## src/rtl/tbird_pkg.sv

```systemverilog
// Shared types and lamp constants for the tail-light sequencer.
// State encoding is fixed for compatibility with existing lamp-driver firmware.
package tbird_pkg;

  typedef enum logic [2:0] {
    IDLE = 3'b000,
    L1   = 3'b001,
    L2   = 3'b011,
    L3   = 3'b010,
    R1   = 3'b101,
    R2   = 3'b110,
    R3   = 3'b111,
    LR3  = 3'b100
  } t_tbird_lights_state;

  localparam logic [2:0] OFF = 3'b000;
  localparam logic [2:0] ONE = 3'b001;
  localparam logic [2:0] TWO = 3'b011;
  localparam logic [2:0] ALL = 3'b111;

endpackage

```

## src/rtl/tbird_tick_gen.sv

```systemverilog
// Step prescaler: one-cycle tick every cfg_div+1 clocks, combinational from cnt.
// Latency: tick asserted in the cycle cnt reaches cfg_div; no backpressure.
module tbird_tick_gen #(
  parameter int DIV_W = 8
) (
  input  logic             clk,
  input  logic             rst,
  input  logic [DIV_W-1:0] cfg_div,
  output logic             tick
);

  logic [DIV_W-1:0] cnt;
  logic             wrap;

  // >= rather than == so lowering cfg_div below cnt ticks immediately
  assign wrap = (cnt >= cfg_div);
  assign tick = wrap & ~rst;

  always_ff @(posedge clk) begin
    if (rst)       cnt <= '0;
    else if (wrap) cnt <= '0;
    else           cnt <= cnt + DIV_W'(1);
  end

endmodule

```

## src/rtl/tbird_ctrl.sv

```systemverilog
// Thunderbird tail-light sequencer: sticky turn/hazard requests, stepped on tick.
// Lights follow state one clock after a tick; optional brake override under TBIRD_BRAKE_EN.
module tbird_ctrl
  import tbird_pkg::*;
#(
  parameter int DIV_W = 8
) (
  input  logic             clk,
  input  logic             rst,
  input  logic             left_req,
  input  logic             right_req,
  input  logic             haz_req,
  input  logic             brake,
  input  logic [DIV_W-1:0] cfg_div,
  output logic [2:0]       l_lights,
  output logic [2:0]       r_lights,
  output logic             busy,
  output logic             tick
);

  t_tbird_lights_state state, state_nxt;
  logic pl, pr, ph;
  logic eff_l, eff_r, eff_h;
  logic con_l, con_r, con_h;
  logic [2:0] base_l, base_r;

  tbird_tick_gen #(.DIV_W(DIV_W)) u_tick (
    .clk    (clk),
    .rst    (rst),
    .cfg_div(cfg_div),
    .tick   (tick)
  );

  assign eff_l = pl | left_req;
  assign eff_r = pr | right_req;
  assign eff_h = ph | haz_req;

  always_comb begin
    state_nxt = state;
    con_l     = 1'b0;
    con_r     = 1'b0;
    con_h     = 1'b0;
    if (tick) begin
      case (state)
        IDLE: begin
          if (eff_h || (eff_l && eff_r)) begin
            state_nxt = LR3;
            {con_l, con_r, con_h} = 3'b111;
          end else if (eff_l) begin
            state_nxt = L1;
            con_l     = 1'b1;
          end else if (eff_r) begin
            state_nxt = R1;
            con_r     = 1'b1;
          end
        end
        L1, L2, R1, R2: begin
          if (eff_h) begin
            state_nxt = LR3;
            con_h     = 1'b1;
          end else begin
            case (state)
              L1:      state_nxt = L2;
              L2:      state_nxt = L3;
              R1:      state_nxt = R2;
              default: state_nxt = R3;
            endcase
          end
        end
        default: state_nxt = IDLE;
      endcase
    end
  end

  // A consumed flag survives only if it was already pending and a fresh request lands now
  always_ff @(posedge clk) begin
    if (rst) begin
      state <= IDLE;
      pl    <= 1'b0;
      pr    <= 1'b0;
      ph    <= 1'b0;
    end else begin
      state <= state_nxt;
      pl    <= con_l ? (pl & left_req)  : (pl | left_req);
      pr    <= con_r ? (pr & right_req) : (pr | right_req);
      ph    <= con_h ? (ph & haz_req)   : (ph | haz_req);
    end
  end

  always_comb begin
    base_l = OFF;
    base_r = OFF;
    case (state)
      L1:      base_l = ONE;
      L2:      base_l = TWO;
      L3:      base_l = ALL;
      R1:      base_r = ONE;
      R2:      base_r = TWO;
      R3:      base_r = ALL;
      LR3: begin
        base_l = ALL;
        base_r = ALL;
      end
      default: ;
    endcase
  end

`ifdef TBIRD_BRAKE_EN
  // A side that is not sequencing shows full brake; LR3 already lights both
  assign l_lights = (brake && (base_l == OFF)) ? ALL : base_l;
  assign r_lights = (brake && (base_r == OFF)) ? ALL : base_r;
`else
  logic unused_brake;
  assign unused_brake = brake;
  assign l_lights     = base_l;
  assign r_lights     = base_r;
`endif

  assign busy = (state != IDLE);

endmodule

```

## config.mk

```make
export PLATFORM = sky130hd
export DESIGN_NAME = tbird_ctrl
export DESIGN_NICKNAME = d
export VERILOG_FILES = /design/src/rtl/tbird_pkg.sv /design/src/rtl/tbird_tick_gen.sv /design/src/rtl/tbird_ctrl.sv
export SDC_FILE = /design/constraint.sdc
export NUM_CORES = 1
export LEC_CHECK = 0
export BUFFER_PORTS_ARGS = -buffer_cell sky130_fd_sc_hd__buf_2
export CORE_UTILIZATION = 45
export DETAILED_ROUTE_END_ITERATION = 16
export HOLD_SLACK_MARGIN = 0.1
export PLACE_DENSITY_LB_ADDON = 0.05
export SETUP_SLACK_MARGIN = 0.2
export SLEW_MARGIN = 20
export SYNTH_ARGS = -nofsm -noshare
export SYNTH_HDL_FRONTEND = slang
export SYNTH_SLANG_ARGS = --single-unit
export TNS_END_PERCENT = 20
```

## constraint.sdc

```tcl
create_clock -name clk -period 4.1 [get_ports clk]
set_input_delay 0.82 -clock clk [delete_from_list [all_inputs] [get_ports clk]]
set_output_delay 0.82 -clock clk [all_outputs]
set_load 0.03 [all_outputs]
```

### Word-level counts from Yosys, hierarchy flattened

Index checks and enable logic that the tools add are counted.
Widths: inputs -> output; s select.

| word-level totals | value |
|---|---|
| output and inout bits | 8 |
| word-level logic and storage cells | 56 |
| register bits | 14 |

| operators by class | value |
|---|---|
| multiplexer cells | 24 |
| bitwise gates (word level) | 8 |
| equality and inequality tests | 8 |
| $lt $le $gt $ge | 1 |
| add/subtract/negate cells | 1 |
| reductions and logical operators | 9 |

Operators by type and width:

| operator | count |
|---|---|
| $pmux 3 s3 | 3 |
| $mux 1 | 15 |
| $eq 3x3->1 const B | 4 |
| $mux 3 | 4 |
| $add 8x1->8 const B | 1 |
| $ge 8x8->1 | 1 |
| $eq 3x2->1 const B | 2 |
| $pmux 3 s2 | 1 |
| $reduce_or 2->1 | 3 |
| $and 1x1->1 | 4 |
| $ne 4x4->1 const B | 1 |
| $reduce_or 4->1 | 1 |
| $eq 3x1->1 const B | 1 |
| $logic_not 3->1 | 1 |
| $or 1x1->1 | 3 |
| $reduce_bool 3->1 | 1 |
| $pmux 1 s2 | 1 |
| $reduce_and 2->1 | 1 |
| $logic_and 1x1->1 | 1 |
| $logic_or 1x1->1 | 1 |
| $not 1->1 | 1 |

### Depth between registers and ports, before layout

Gate-level depths: netlist of the first run.

| depth | value |
|---|---|
| depth after elaboration | 7 |
| mapped depth | 8 |
| gate-level depth less buffers | 7 |

### Modules after synthesis

From an unflattened synthesis of the first run, not the netlist that was laid out.

| second synthesis, totals | value |
|---|---|
| cells, all modules | 118 |
| area, all modules | 972.2 um^2 |

By module, submodules not included:

| module | cells each | area an instance (um^2) | instances | sequential area each (um^2) |
|---|---|---|---|---|
| tbird_tick_gen | 60 | 511.7 | 1 | 160.2 |
| tbird_ctrl | 58 | 460.4 | 1 | 120.1 |

### Worst setup path before layout of the first run

Ideal clock, no wire load.

| timing | value |
|---|---|
| path kind | input to output |
| start point | input cfg_div[0] |
| end point | output tick |
| data required time | 3.280 ns |
| cell stages on the path | 5 |
| data arrival time | 2.063 ns |
| slack | 1.217 ns |
| path buffers | 0 |
| path through | ha_1 -> nand2b_4 -> a2111oi_4 -> o31a_2 -> nor2_1 |

| between the ends | value |
|---|---|
| cells in the longest elaborated chain, start to end | 2 |

Ends and longest elaborated chain:

| item | line | source |
|---|---|---|
| start: declaration | tbird_ctrl.sv:14 | `input logic [DIV_W-1:0] cfg_div,` |
| $ge 8x8->1 | tbird_tick_gen.sv:16 | `assign wrap = (cnt >= cfg_div);` |
| $and 1x1->1 | tbird_tick_gen.sv:17 | `assign tick = wrap & ~rst;` |
| end: declaration | tbird_ctrl.sv:18 | `output logic tick` |

Every way passes these cells.

### Worst setup path in the final report of the first run

| timing | value |
|---|---|
| start point | input cfg_div[5] |
| end point | output tick |

Same word-level chain as after synthesis.

==> results.yml, run 1 <==
timing:
  fin_skew_ps: 1.39
  rsz0062_at_grt: "false"
  slew_violations: 0
  worst_slew_pin_slew_ps: 407
  fin_crit_ps: 3090
  setup_viol: 0
  max_slew_margin_pct: 72.9
  setup_tns_ps: 0
  max_freq_mhz: 324
  hold_viol_final: 0
  fin_ws_ps: 1010
  whs_ps: 480
  finalCritPeriodShare_pct: 75.3
worst_setup_path:
  end_kind: "output port"
  cp_top_family: "compound AO/OA/AOI/OAI gates"
  r2r-end: "state[2]"
  arrival_ps: 2270
  worstPathCellList: "buf_2 > inv_1 > ha_1 > a211o_1 > a21oi_1 > o31a_2 > nor2_1 > buf_2"
  required_ps: 3280
  critical_path.max_fanout: 7
  max_stage_delay_ps: 310
  slowest_stage: "ha_1"
  rrSetupSlack_ps: 2210
  critPathBufInv: 3
  r2r-start: "u_tick.cnt[0]"
  crit_top_cell: "buf_2"
  crit_type: "input port to output port"
  ff2ff_path_depth: 7
  crit_path_start_kind: "input port"
yosys:
  synth_top_area_share_pct: 28.6
  seq_area_frac_synth_pct: 28.6
  yosys_register_bits: 14
  ys.flop_type: "dfxtp_1"
  netlist_instances: 116
  yosysTopAreaCell: "dfxtp_1"
  synthTopCellsByArea: "dfxtp_1, ha_1, nor2_1, inv_1, o31ai_1"
  yosys_warnings: 0
  synth_edf_count: 0
  synthTopCellsByCount: "nor2_1, dfxtp_1, inv_1"
  synthMostInstantiatedCell: "nor2_1"
  syn_avg_cell_area_um2: 8.43
  ys_types: 40
  async_reset_ff_share_pct: 0
  syn-num-nets: 139
  syn-cell-area_um2: 978
hold_path:
  whs_endpoint: "u_tick.cnt[0]"
  hold_start: "u_tick.cnt[0]"
  worstHoldPathType: "register to register"
  hold-path-cell-count: 1
global_route:
  grtUsageTotal_pct: 17.0
  grt_start_max_net_pins: 13
  gr-usage-met1_pct: 20.5
  grtUsageMet3_pct: 3.77
  antenna_found_initial: 0
  gr-total-overflow: 0
  grt_pass1_wl_mm: 3.22
  grt_use_met2_pct: 29.4
  grt-busiest-layer: "met2"
  grt_pass1_vias: 775
power:
  fin_total_pwr_uw: 296
  ir_worst_vdd_uv: 179
  p_per_area_mw_per_mm2: 269
  cellLeakagePower_nw: 0.514
status:
  outcome: "completed"
floorplan:
  rows: 16
  die_area_mm2: 0.00236
  start_util_pct: 48.9
  io_pins: 22
  fp.dieH_um: 48.6
  die_width_um: 48.6
  core-area_mm2: 0.00200
final_layout:
  diodes: 0
  fillers: 202
  area.sequential_um2: 280
  final_cells: 160
  multi_input_area_um2: 609
  drive_gt1_share_pct: 24.8
  nets: 157
  area_delta_synth_final_pct: 12.5
clocking:
  clk_pin_slew_ps: 80
  cts_tree: "built"
  htreeDepth: 1
  cts.sinks: 14
  cts-root-buf: "clkbuf_4"
  cts_setup_buffers: 0
  cts_buffers: 3
  insertion_delay_ps: 280
  clk_path_buf_depth: 2
  post_cts_resized: 0
  cts_hold_buf: 0
detailed_routing:
  routed_wl_mm: 1.87
  vias: 840
  post_drt_via_cell_ratio: 5.25
  wire_per_inst_um: 11.7
  drt-initial-drc-count: 21
  dr.pass1.iters: 4
  drc: 0
  drtAntennaViolNets: 0
placed_design:
  port_buffers: 20
  dp.cells: 156
  hpwlAfterDp_mm: 1.39
  place_ws_ps: 1010
  place_congestion: 0.736
run:
  cap_violations: 0
[cell usage in the layout, fill, tap and decap left out, types with 3 or more instances in the layout]
| cell | n |
|---|---|
| nor3_1 | 3 |
| dfxtp_1 | 14 |
| nor2_1 | 15 |
| ha_1 | 9 |
| xnor2_1 | 4 |
| nand2_1 | 6 |
| o21a_1 | 3 |
| o21ai_0 | 3 |
| buf_2 | 20 |
| xor2_1 | 4 |
| a21oi_1 | 6 |
| inv_1 | 11 |
| o31ai_1 | 5 |
| nand3_1 | 3 |
| clkbuf_4 | 3 |
[layer usage]
metal | vias to the layer above | part of all wire, %
met5 | - | 0
met4 | 0 | 0
met3 | 0 | 3.3
met2 | 18 | 49
met1 | 384 | 48
li1 | 438 | -
[cell families (layout without fill, tap and decap cells)]
| logic type | after synthesis | after routing | synth area share (%) |
|---|---|---|---|
| and+or+nand+nor | 39 | 39 | 20.1 |
| AOI/OAI and AO/OA | 27 | 27 | 22.5 |
| buffers and inverters | 18 | 35 | 9.08 |
| DFF | 14 | 14 | 28.6 |
| adders and majority gates | 9 | 9 | 11.5 |
| xor gates and xnor gates | 8 | 8 | 7.16 |
| muxes | 1 | 1 | 1.02 |
[metrics by stage]
stage | area, µm² | utilization (%)
2_1_floorplan | 978 | -
3_3_place_gp | 1060 | 53.2
3_5_place_dp | 1060 | 53.2
4_1_cts | 1100 | 55.0
5_1_grt | 1100 | 55.0
6_report | 1100 | 55.0
[worst register-to-register path, stage by stage, from the launching register on]
cell       delay [ps]
dfxtp_1           380
inv_1              60
ha_1              260
nand2b_4          140
a2111oi_4         370
o31a_2            300
a211oi_1           80
a211oi_2          220
[worst max-delay path by stage]
stage | from | endpoint | slack, ps | cells after the start
2_1_floorplan | cfg_div[0] | tick | 1220 | 5
3_3_place_gp | cfg_div[0] | tick | 1050 | 7
3_5_place_dp | cfg_div[5] | tick | 1010 | 8
4_1_cts | cfg_div[5] | tick | 1010 | 8
5_1_grt | cfg_div[5] | tick | 930 | 8
6_report | cfg_div[5] | tick | 1010 | 8
[flip-flops by register name, indices dropped and copies added, names as in the netlist]
register    cells
pl              1
pr              1
state           3
ph              1
u_tick.cnt      8
[power breakdown]
part	internal (mW)	total, mW	switching, mW
combinational	0.0250	0.0507	0.0257
clock	0.0540	0.0990	0.0450
sequential	0.141	0.146	0.00500
total	0.220	0.296	0.0757
[area by class of cell]
type	instances	area share (%)
flip-flops and latches	14	25.5
well taps	27	3.07
repair buffers	20	9.09
clock buffers	4	3.30
multi-input cells	84	55.3
inverters	11	3.75
Note: power is estimated with default switching activity, not from simulation.
==> inputs of run 2 (changes only) <==
Clock period 4.1 ns to 2.8 ns, I/O delays scaled along.
==> run 2 against run 1 <==
Effect of this change:
- power rose by 46%
- global-route usage fell by 0.34 points
- worst setup slack got worse by 650 ps
- count of clock-buffer cells in the layout did not move
- final cell count rose by 0.63%
- critical path depth fell by 1
- core utilization rose by 0.44 points
- clock skew fell by 0.92 ps
- wire length fell by 3.3%
- register-to-register slack got worse by 1300 ps
- critical path type is now register to output port
- critical endpoint unchanged
==> results.yml, run 2 (synthesized netlist as in run 1, its figures left out) <==
status:
  outcome: "completed"
power:
  p_per_area_mw_per_mm2: 390
  ir_worst_vdd_uv: 245
  fin_total_pwr_uw: 433
  cellLeakagePower_nw: 0.519
timing:
  worst_slew_pin_slew_ps: 432
  setup_tns_ps: 0
  fin_skew_ps: 0.467
  hold_viol_final: 0
  slew_violations: 0
  finalCritPeriodShare_pct: 87.1
  rsz0062_at_grt: "false"
  fin_crit_ps: 2440
  max_freq_mhz: 410
  setup_viol: 0
  max_slew_margin_pct: 71.2
detailed_routing:
  vias: 841
  drtAntennaViolNets: 0
  drc: 0
  routed_wl_mm: 1.80
  post_drt_via_cell_ratio: 5.22
  drt-initial-drc-count: 6
  wire_per_inst_um: 11.2
  dr.pass1.iters: 4
final_layout:
  diodes: 0
  reg_top3: "u_tick.cnt: 8 flops, state: 3 flops"
  nets: 158
  largest_reg_flops: 8
  drive_gt1_share_pct: 26.1
  layout_common_cells: "buf_2, nor2_1, dfxtp_1"
  final_util_pct: 55.4
  top_register: "u_tick.cnt"
  area_delta_synth_final_pct: 13.4
  final_common_cell: "buf_2"
global_route:
  grt-busiest-layer: "met2"
  grtUsageMet3_pct: 5.97
  grt_use_met2_pct: 29.2
  gr-total-overflow: 0
  grt_start_max_net_pins: 13
  grt_pass1_wl_mm: 3.13
  gr-usage-met1_pct: 19.5
  grt_pass1_vias: 766
  antenna_found_initial: 0
  grtUsageTotal_pct: 16.6
placed_design:
  port_buffers: 20
  hpwlAfterDp_mm: 1.40
  place_congestion: 0.746
clocking:
  cts_buffers: 3
  htreeDepth: 1
  insertion_delay_ps: 270
  clk_path_buf_depth: 2
  clk_pin_slew_ps: 80
  cts_tree: "built"
  post_cts_resized: 0
  cts_setup_buffers: 0
  cts.sinks: 14
  cts-root-buf: "clkbuf_4"
  cts_hold_buf: 0
hold_path:
  hold_start: "u_tick.cnt[0]"
  whs_endpoint: "u_tick.cnt[0]"
  worstHoldPathType: "register to register"
  hold-path-cell-count: 1
worst_setup_path:
  ff2ff_path_depth: 8
  critical_path.max_fanout: 4
  r2r-end: "state[2]"
  rrSetupSlack_ps: 910
  r2r-start: "u_tick.cnt[0]"
  required_ps: 2240
  crit_path_start_kind: "register"
  crit_type: "register to output port"
  end_kind: "output port"
  arrival_ps: 1880
floorplan:
  fp.dieH_um: 48.6
  core-area_mm2: 0.00200
  die_width_um: 48.6
  start_util_pct: 48.9
  io_pins: 22
  die_area_mm2: 0.00236
  rows: 16
run:
  cap_violations: 0
run 2: changes by cell type in the layout (fill, tap and decap cells not counted), sizes merged:
cell,previous run,this run
buf,20,21
run 2: final cells by class:
type	instances	area (µm²)
Timing Repair Buffer	21	108
Inverter	11	41.3
Clock buffer	4	36.3
Fill cell	191	892
Multi-Input combinational cell	84	609
Sequential cell	14	282
Tap cell	27	33.8
run 2: worst max path at each step:
stage                              from    to  slack, ps
after global placement       cfg_div[0]  tick        360
after detailed placement     cfg_div[0]  tick        350
after CTS                 u_tick.cnt[0]  tick        280
final                     u_tick.cnt[0]  tick        360
after global routing      u_tick.cnt[0]  tick        230
after floorplan              cfg_div[0]  tick        440
run 2: metal layers:
metal | vias up | part of all wire, %
li1 | 440 | -
met1 | 379 | 46
met2 | 22 | 49
met3 | 0 | 4.7
met4 | 0 | 0
met5 | - | 0
run 2: metrics by stage:
step | instances | instance area, µm² | hold WS [ps] | setup slack, ps
after floorplan | 116 | 978 | 430 | 437
after global placement | 157 | 1070 | 452 | 359
after detailed placement | 157 | 1070 | 462 | 353
after CTS | 161 | 1110 | 481 | 283
after global routing | 161 | 1110 | 464 | 230
final | 161 | 1110 | 437 | 362
run 2: critical path, stage by stage, from the launching register on:
cell and delay (ps):
dfxtp_2 360, inv_1 40, ha_1 260, nand2b_4 140, a2111oi_4 380, o31a_2 200, nor2_1 40, buf_2 170
run 2: where the power goes:
part	total [mW]	leakage [nW]	internal (mW)	switching (mW)
logic	0.0742	0.383	0.0369	0.0373
clock network	0.144	0.0210	0.0790	0.0653
registers	0.214	0.115	0.207	0.00732
